`src/rtl/multi_cycle_ctrl.sv`:
```
// rtl/multi_cycle_ctrl.sv - multicycle CPU control FSM with memory handshake, HALT and instret
// Optional feature: define MCC_TRAP_EN to route unknown opcodes through a one-cycle TRAP state.
module multi_cycle_ctrl #(
    parameter int OPW   = 6,
    parameter int CNT_W = 32,
    parameter int ALUW  = 3
) (
    input  logic             CLK,
    input  logic             RST,
    input  logic [OPW-1:0]   opCode,
    input  logic             zero,
    input  logic             mem_ack,
    output logic             PCWre,
    output logic             IRWre,
    output logic             RegWre,
    output logic             ALUSrcA,
    output logic             ALUSrcB,
    output logic             DBDataSrc,
    output logic             WrRegDSrc,
    output logic             InsMemRW,
    output logic             RD,
    output logic             WR,
    output logic [1:0]       ExtSel,
    output logic [1:0]       PCSrc,
    output logic [1:0]       RegDst,
    output logic [ALUW-1:0]  ALUOp,
    output logic [3:0]       StatusOut,
    output logic             halted,
    output logic             trap,
    output logic [CNT_W-1:0] instret
);

    typedef enum logic [3:0] {
        S_IF    = 4'd0,
        S_ID    = 4'd1,
        S_EXE_R = 4'd2,
        S_EXE_B = 4'd3,
        S_EXE_M = 4'd4,
        S_MEM   = 4'd5,
        S_WB_R  = 4'd6,
        S_WB_M  = 4'd7,
        S_HALT  = 4'd8,
        S_TRAP  = 4'd9
    } state_t;

    localparam logic [5:0] OP_ADD  = 6'b000000;
    localparam logic [5:0] OP_SUB  = 6'b000001;
    localparam logic [5:0] OP_ADDI = 6'b000010;
    localparam logic [5:0] OP_OR   = 6'b010000;
    localparam logic [5:0] OP_AND  = 6'b010001;
    localparam logic [5:0] OP_ORI  = 6'b010010;
    localparam logic [5:0] OP_SLL  = 6'b011000;
    localparam logic [5:0] OP_SLT  = 6'b100110;
    localparam logic [5:0] OP_SLTI = 6'b100111;
    localparam logic [5:0] OP_LW   = 6'b110000;
    localparam logic [5:0] OP_SW   = 6'b110001;
    localparam logic [5:0] OP_BEQ  = 6'b110100;
    localparam logic [5:0] OP_BNE  = 6'b110101;
    localparam logic [5:0] OP_J    = 6'b111000;
    localparam logic [5:0] OP_JR   = 6'b111001;
    localparam logic [5:0] OP_JAL  = 6'b111010;
    localparam logic [5:0] OP_HALT = 6'b111111;

    state_t     state, state_n;
    logic [5:0] op_q;
    logic       op_ill_q;
    logic       op_hi_bad;
    logic [5:0] cur_code;
    logic       cur_ill;
    logic       retire;

    logic       is_alu, is_lw, is_sw, is_beq, is_bne;
    logic       is_j, is_jr, is_jal, is_halt;
    logic [2:0] dec_alu;
    logic       dec_src_a, dec_src_b;
    logic [1:0] dec_ext, dec_rdst;
    logic [2:0] alu_op3;

    // Opcode bits above the 6-bit field must be zero for a legal instruction
    generate
        if (OPW > 6) begin : g_hi_bits
            assign op_hi_bad = |opCode[OPW-1:6];
        end else begin : g_no_hi_bits
            assign op_hi_bad = 1'b0;
        end
    endgenerate

    // ID decodes the live opcode (op_q is still loading); later states use the latched copy
    assign cur_code = (state == S_ID) ? opCode[5:0] : op_q;
    assign cur_ill  = (state == S_ID) ? op_hi_bad   : op_ill_q;

    always_comb begin
        is_alu    = 1'b0;
        is_lw     = 1'b0;
        is_sw     = 1'b0;
        is_beq    = 1'b0;
        is_bne    = 1'b0;
        is_j      = 1'b0;
        is_jr     = 1'b0;
        is_jal    = 1'b0;
        is_halt   = 1'b0;
        dec_alu   = 3'b000;
        dec_src_a = 1'b0;
        dec_src_b = 1'b0;
        dec_ext   = 2'b10;
        dec_rdst  = 2'b00;
        if (!cur_ill) begin
            case (cur_code)
                OP_ADD:  begin is_alu = 1'b1; dec_rdst = 2'b10; end
                OP_SUB:  begin is_alu = 1'b1; dec_alu = 3'b001; dec_rdst = 2'b10; end
                OP_ADDI: begin is_alu = 1'b1; dec_src_b = 1'b1; dec_rdst = 2'b01; end
                OP_OR:   begin is_alu = 1'b1; dec_alu = 3'b101; dec_rdst = 2'b10; end
                OP_AND:  begin is_alu = 1'b1; dec_alu = 3'b110; dec_rdst = 2'b10; end
                OP_ORI:  begin
                    is_alu = 1'b1; dec_alu = 3'b101; dec_src_b = 1'b1;
                    dec_ext = 2'b01; dec_rdst = 2'b01;
                end
                OP_SLL:  begin
                    is_alu = 1'b1; dec_alu = 3'b100; dec_src_a = 1'b1;
                    dec_ext = 2'b00; dec_rdst = 2'b10;
                end
                OP_SLT:  begin is_alu = 1'b1; dec_alu = 3'b010; dec_rdst = 2'b10; end
                OP_SLTI: begin
                    is_alu = 1'b1; dec_alu = 3'b010; dec_src_b = 1'b1; dec_rdst = 2'b01;
                end
                OP_LW:   begin is_lw = 1'b1; dec_src_b = 1'b1; dec_rdst = 2'b01; end
                OP_SW:   begin is_sw = 1'b1; dec_src_b = 1'b1; end
                OP_BEQ:  begin is_beq = 1'b1; dec_alu = 3'b001; end
                OP_BNE:  begin is_bne = 1'b1; dec_alu = 3'b001; end
                OP_J:    is_j    = 1'b1;
                OP_JR:   is_jr   = 1'b1;
                OP_JAL:  is_jal  = 1'b1;
                OP_HALT: is_halt = 1'b1;
                default: ;
            endcase
        end
    end

    always_ff @(posedge CLK or negedge RST) begin
        if (!RST) begin
            state <= S_IF;
        end else begin
            state <= state_n;
        end
    end

    always_comb begin
        state_n = state;
        case (state)
            S_IF:    state_n = mem_ack ? S_ID : S_IF;
            S_ID: begin
                if (is_halt)
                    state_n = S_HALT;
                else if (is_j || is_jr || is_jal)
                    state_n = S_IF;
                else if (is_lw || is_sw)
                    state_n = S_EXE_M;
                else if (is_beq || is_bne)
                    state_n = S_EXE_B;
                else if (is_alu)
                    state_n = S_EXE_R;
                else
`ifdef MCC_TRAP_EN
                    state_n = S_TRAP;
`else
                    state_n = S_EXE_R;
`endif
            end
            S_EXE_R: state_n = S_WB_R;
            S_WB_R:  state_n = S_IF;
            S_EXE_B: state_n = S_IF;
            S_EXE_M: state_n = S_MEM;
            S_MEM: begin
                if (mem_ack)
                    state_n = is_lw ? S_WB_M : S_IF;
            end
            S_WB_M:  state_n = S_IF;
            S_HALT:  state_n = S_HALT;
            S_TRAP:  state_n = S_IF;
            default: state_n = S_IF;
        endcase
    end

`ifdef MCC_TRAP_EN
    logic trap_c;
`endif

    always_comb begin
        PCWre     = 1'b0;
        IRWre     = 1'b0;
        RegWre    = 1'b0;
        ALUSrcA   = 1'b0;
        ALUSrcB   = 1'b0;
        DBDataSrc = 1'b0;
        WrRegDSrc = 1'b0;
        InsMemRW  = 1'b0;
        RD        = 1'b0;
        WR        = 1'b0;
        ExtSel    = 2'b00;
        PCSrc     = 2'b00;
        RegDst    = 2'b00;
        alu_op3   = 3'b000;
`ifdef MCC_TRAP_EN
        trap_c    = 1'b0;
`endif
        // Decoded datapath selects are presented from ID through writeback
        if (state inside {S_ID, S_EXE_R, S_EXE_B, S_EXE_M, S_MEM, S_WB_R, S_WB_M}) begin
            alu_op3 = dec_alu;
            ALUSrcA = dec_src_a;
            ALUSrcB = dec_src_b;
            ExtSel  = dec_ext;
            RegDst  = dec_rdst;
        end
        case (state)
            S_IF: begin
                InsMemRW = 1'b1;
                IRWre    = mem_ack;
            end
            S_ID: begin
                if (is_j || is_jr || is_jal) begin
                    PCWre = 1'b1;
                    PCSrc = is_jr ? 2'b10 : 2'b11;
                end
                if (is_jal) begin
                    RegWre    = 1'b1;
                    RegDst    = 2'b00;
                    WrRegDSrc = 1'b0;
                end
            end
            S_WB_R: begin
                RegWre    = is_alu;
                WrRegDSrc = 1'b1;
                PCWre     = 1'b1;
            end
            S_EXE_B: begin
                PCWre = 1'b1;
                PCSrc = ((is_beq && zero) || (is_bne && !zero)) ? 2'b01 : 2'b00;
            end
            S_MEM: begin
                RD    = is_lw;
                WR    = is_sw;
                PCWre = is_sw && mem_ack;
            end
            S_WB_M: begin
                RegWre    = 1'b1;
                DBDataSrc = 1'b1;
                PCWre     = 1'b1;
            end
`ifdef MCC_TRAP_EN
            S_TRAP: begin
                trap_c = 1'b1;
                PCWre  = 1'b1;
                PCSrc  = 2'b11;
            end
`endif
            default: ;
        endcase
    end

`ifdef MCC_TRAP_EN
    assign trap = trap_c;
`else
    assign trap = 1'b0;
`endif

    assign ALUOp     = ALUW'(alu_op3);
    assign StatusOut = state;
    assign halted    = (state == S_HALT);
    assign retire    = PCWre && (state != S_TRAP);

    always_ff @(posedge CLK or negedge RST) begin
        if (!RST) begin
            op_q     <= 6'd0;
            op_ill_q <= 1'b0;
        end else if (state == S_ID) begin
            op_q     <= opCode[5:0];
            op_ill_q <= op_hi_bad;
        end
    end

    always_ff @(posedge CLK or negedge RST) begin
        if (!RST) begin
            instret <= '0;
        end else if (retire) begin
            instret <= instret + CNT_W'(1);
        end
    end

endmodule

```
`config.mk`:
```
export PLATFORM = sky130hd
export DESIGN_NAME = multi_cycle_ctrl
export DESIGN_NICKNAME = d
export VERILOG_FILES = /design/src/rtl/multi_cycle_ctrl.sv
export SDC_FILE = /design/constraint.sdc
export NUM_CORES = 1
export LEC_CHECK = 0
export ABC_AREA = 1
export BUFFER_PORTS_ARGS = -buffer_cell sky130_fd_sc_hd__buf_2
export CORE_ASPECT_RATIO = 0.9
export CORE_MARGIN = 2
export CORE_UTILIZATION = 47
export CTS_CLUSTER_SIZE = 40
export DETAILED_ROUTE_END_ITERATION = 10
export GPL_TIMING_DRIVEN = 0
export HOLD_SLACK_MARGIN = 0.03
export PLACE_DENSITY = 0.66
export SYNTH_ARGS = -nofsm -noshare
export SYNTH_HDL_FRONTEND = slang
export SYNTH_SLANG_ARGS = --single-unit
```
`constraint.sdc`:
```
create_clock -name CLK -period 3.75 [get_ports CLK]
set_input_delay 0.75 -clock CLK [delete_from_list [all_inputs] [get_ports CLK]]
set_output_delay 0.75 -clock CLK [all_outputs]
set_load 0.05 [all_outputs]
```
==> results.json <==
{
  "synthCells": 483,
  "finalMaxSlewViolations": 0,
  "initial_core_util_pct": 48.7,
  "die_w_um": 91.1,
  "hold_path_class": "reg -> reg",
  "layout_setup_ws_ns": 0.414,
  "cts_setup_buffers": 0,
  "clk_latency_ns": 0.31,
  "synth-seq-cells": 43,
  "netlist.area_leader.share_pct": 33.5,
  "ioPinCount": 67,
  "synthDistinctLibCells": 30,
  "status": "finished clean",
  "end_kind": "output pin",
  "htreeDepth": 2,
  "p_per_area_nw_per_um2": 613,
  "grt_pass1_vias": 2957,
  "critical_path.max_fanout": 10,
  "clk_pin_slew_ns": 0.09,
  "fin_skew_ns": 0.00401,
  "final.setup.tns_ns": 0,
  "crit_path_start_kind": "register",
  "cp_cell_sequence": "nor2_2 > nand3_1 > nand2_2 > nand2_2 > nor2_8 > nand3_4 > nand3_4 > buf_6 > buf_2",
  "yosysTopAreaCell": "dfrtp_1",
  "cp_top_family": "simple AND/OR/NAND/NOR gates",
  "grt_pass1_wl_mm": 14.9,
  "cts_buffers": 5,
  "maxCapViolCount": 0,
  "dp.cells": 638,
  "drive_gt1_share_pct": 18.2,
  "cts_buffer_depth": 2,
  "cp.required_ns": 3.00,
  "drc": 0,
  "crit_type": "reg -> out",
  "die_y_um": 82.4,
  "post_cts_resized": 0,
  "fin_nets": 566,
  "placed_area_um2": 3650,
  "finish.instance_area_um2": 3760,
  "hold_viol_final": 0,
  "worstMarginPinSlew_ns": 0.984,
  "grt_max_degree": 44,
  "drt_iter0_drc": 299,
  "timing.final.crit_share_pct": 89.0,
  "max_stage_delay_ns": 0.45,
  "dieArea_um2": 7510,
  "num_rows": 28,
  "synth_edf_count": 0,
  "grt_setup_unrepaired": "no",
  "ant_nets": 0,
  "synth.avg_cell_area_um2": 6.65,
  "fmax_mhz": 300,
  "place.port_buffers": 65,
  "ys_dominant_reg_cell": "dfrtp_1",
  "path_buf_inv": 2,
  "cts-root-buf": "clkbuf_8",
  "final.min_clock_period_ns": 3.34,
  "core_um2": 6590,
  "relSlewSlack_pct": 34.4,
  "grt-ovfl-total": 0,
  "synth_nets": 494,
  "final_cell_mix": "176 x nand2_1, 71 x buf_2, 57 x nor2_1",
  "n_antenna_cell": 0,
  "synth_top_cells_by_area": "dfrtp_1 34%, nand2_1 21%, nand4_1 7.8%",
  "crit_arrival_ns": 2.59,
  "p_leak_nw": 2.08,
  "grt_use_total_pct": 24.9,
  "worst_path_max_delay_cell": "dfrtp_1",
  "drt-pass1-iter-count": 5,
  "area_delta_synth_final_pct": 17.1,
  "routed_wl_mm": 9.03,
  "cts_hold_buf": 0,
  "final_common_cell": "nand2_1",
  "antenna_found_initial": 0,
  "cts_tree": "built",
  "holdWs_ns": 0.524,
  "gp_congestion": 0.953,
  "wl_per_cell_um": 14.0,
  "peakVddDrop_mv": 0.370,
  "dp_hpwl_mm": 6.99,
  "pre_cts_ws_ns": 0.722,
  "seq_area_frac_synth_pct": 33.5,
  "synth_area_um2": 3210,
  "finalSetupViolations": 0,
  "viasPerCell": 5.29,
  "async_reset_ff_share_pct": 100,
  "numClockSinks": 43,
  "finalNonFillerCells": 646,
  "num_vias": 3415,
  "yosysWarnings": 0
}
[synthesized netlist by cell type (2+ instances only)]
cell type and count:
nand2_1 176, nor2_1 57, inv_1 48, dfrtp_1 43, nand4_1 40, nand3_1 19
xor2_1 18, nor3_1 15, xnor2_1 8, buf_2 6, nand3b_1 6, nor4_1 6
o21ai_0 5, a21oi_1 4, buf_6 4, nand2_2 4, nor2_2 4, clkbuf_1 3
inv_2 3, a31oi_1 2, nand3_4 2, nor2_4 2
[per-stage QoR]
step,total power [mW],util (%)
floorplan,1.62,-
global placement,1.91,55.4
detailed placement,1.92,55.4
CTS,2.30,57.1
global route,2.46,57.1
finish,2.31,57.1
[worst paths after layout]
kind / startpoint / to / slack (ns) / depth (start not counted)
setup reg to reg: instret[1] / instret[26] / 1.45 / 10
min in group asynchronous: RST / op_q[5] / 0.59 / 1
hold / removal: op_q[4] / op_q[4] / 0.52 / 2
max in group asynchronous: RST / instret[6] / 2.54 / 1
setup / recovery: StatusOut[3] / PCWre / 0.41 / 9
hold reg to reg: op_q[4] / op_q[4] / 0.52 / 2
[worst register-to-register path, stage by stage (launching register included)]
cell,delay (ns)
dfrtp_1,0.44
ha_1,0.34
inv_1,0.07
nor3_1,0.40
nand2_1,0.26
nor2_1,0.37
nand2_1,0.09
nand2_1,0.07
nand2_1,0.05
nand2_1,0.06
nand2_1,0.04
[metal layers]
metal  GRT usage [%]  wire (µm)  up-vias  part of all wire [%]
met3            4.08        660       16                   7.3
met2            36.0       3660      136                    41
met5               0          0        -                     0
met1            38.7       4590     1553                    51
met4            5.30        118        0                   1.3
li1                -          -     1710                     -
[where the power goes]
group	leakage, nW	internal (mW)	switching (mW)
clock	0.0581	0.199	0.178
sequential	0.583	0.529	0.0661
combinational	1.44	0.317	1.02
total	2.08	1.04	1.26
[state kept, by name (all words and copies together), names as in the netlist]
register	flops
op_q	6
StatusOut	4
op_ill_q	1
instret	32
[logic make-up after synthesis]
| logic type | Yosys count | synth area share (%) |
|---|---|---|
| simple gates | 334 | 47.8 |
| fa+ha+maj | 1 | 0.390 |
| compound gates | 13 | 2.22 |
| xor+xnor | 26 | 7.09 |
| flops | 43 | 33.5 |
| buf+inv | 65 | 8.89 |
| other cells | 1 | 0.117 |
[layout make-up]
class / count / area [µm²]
timing repair buffer: 65 / 325
clock inverter: 3 / 43.8
clock buffer: 5 / 68.8
tap: 90 / 113
fill: 690 / 2830
buffer: 14 / 93.8
multi-input combinational: 375 / 1850
inverter: 51 / 191
sequential: 43 / 1080
No activity file was read; power rests on OpenSTA's default activity.
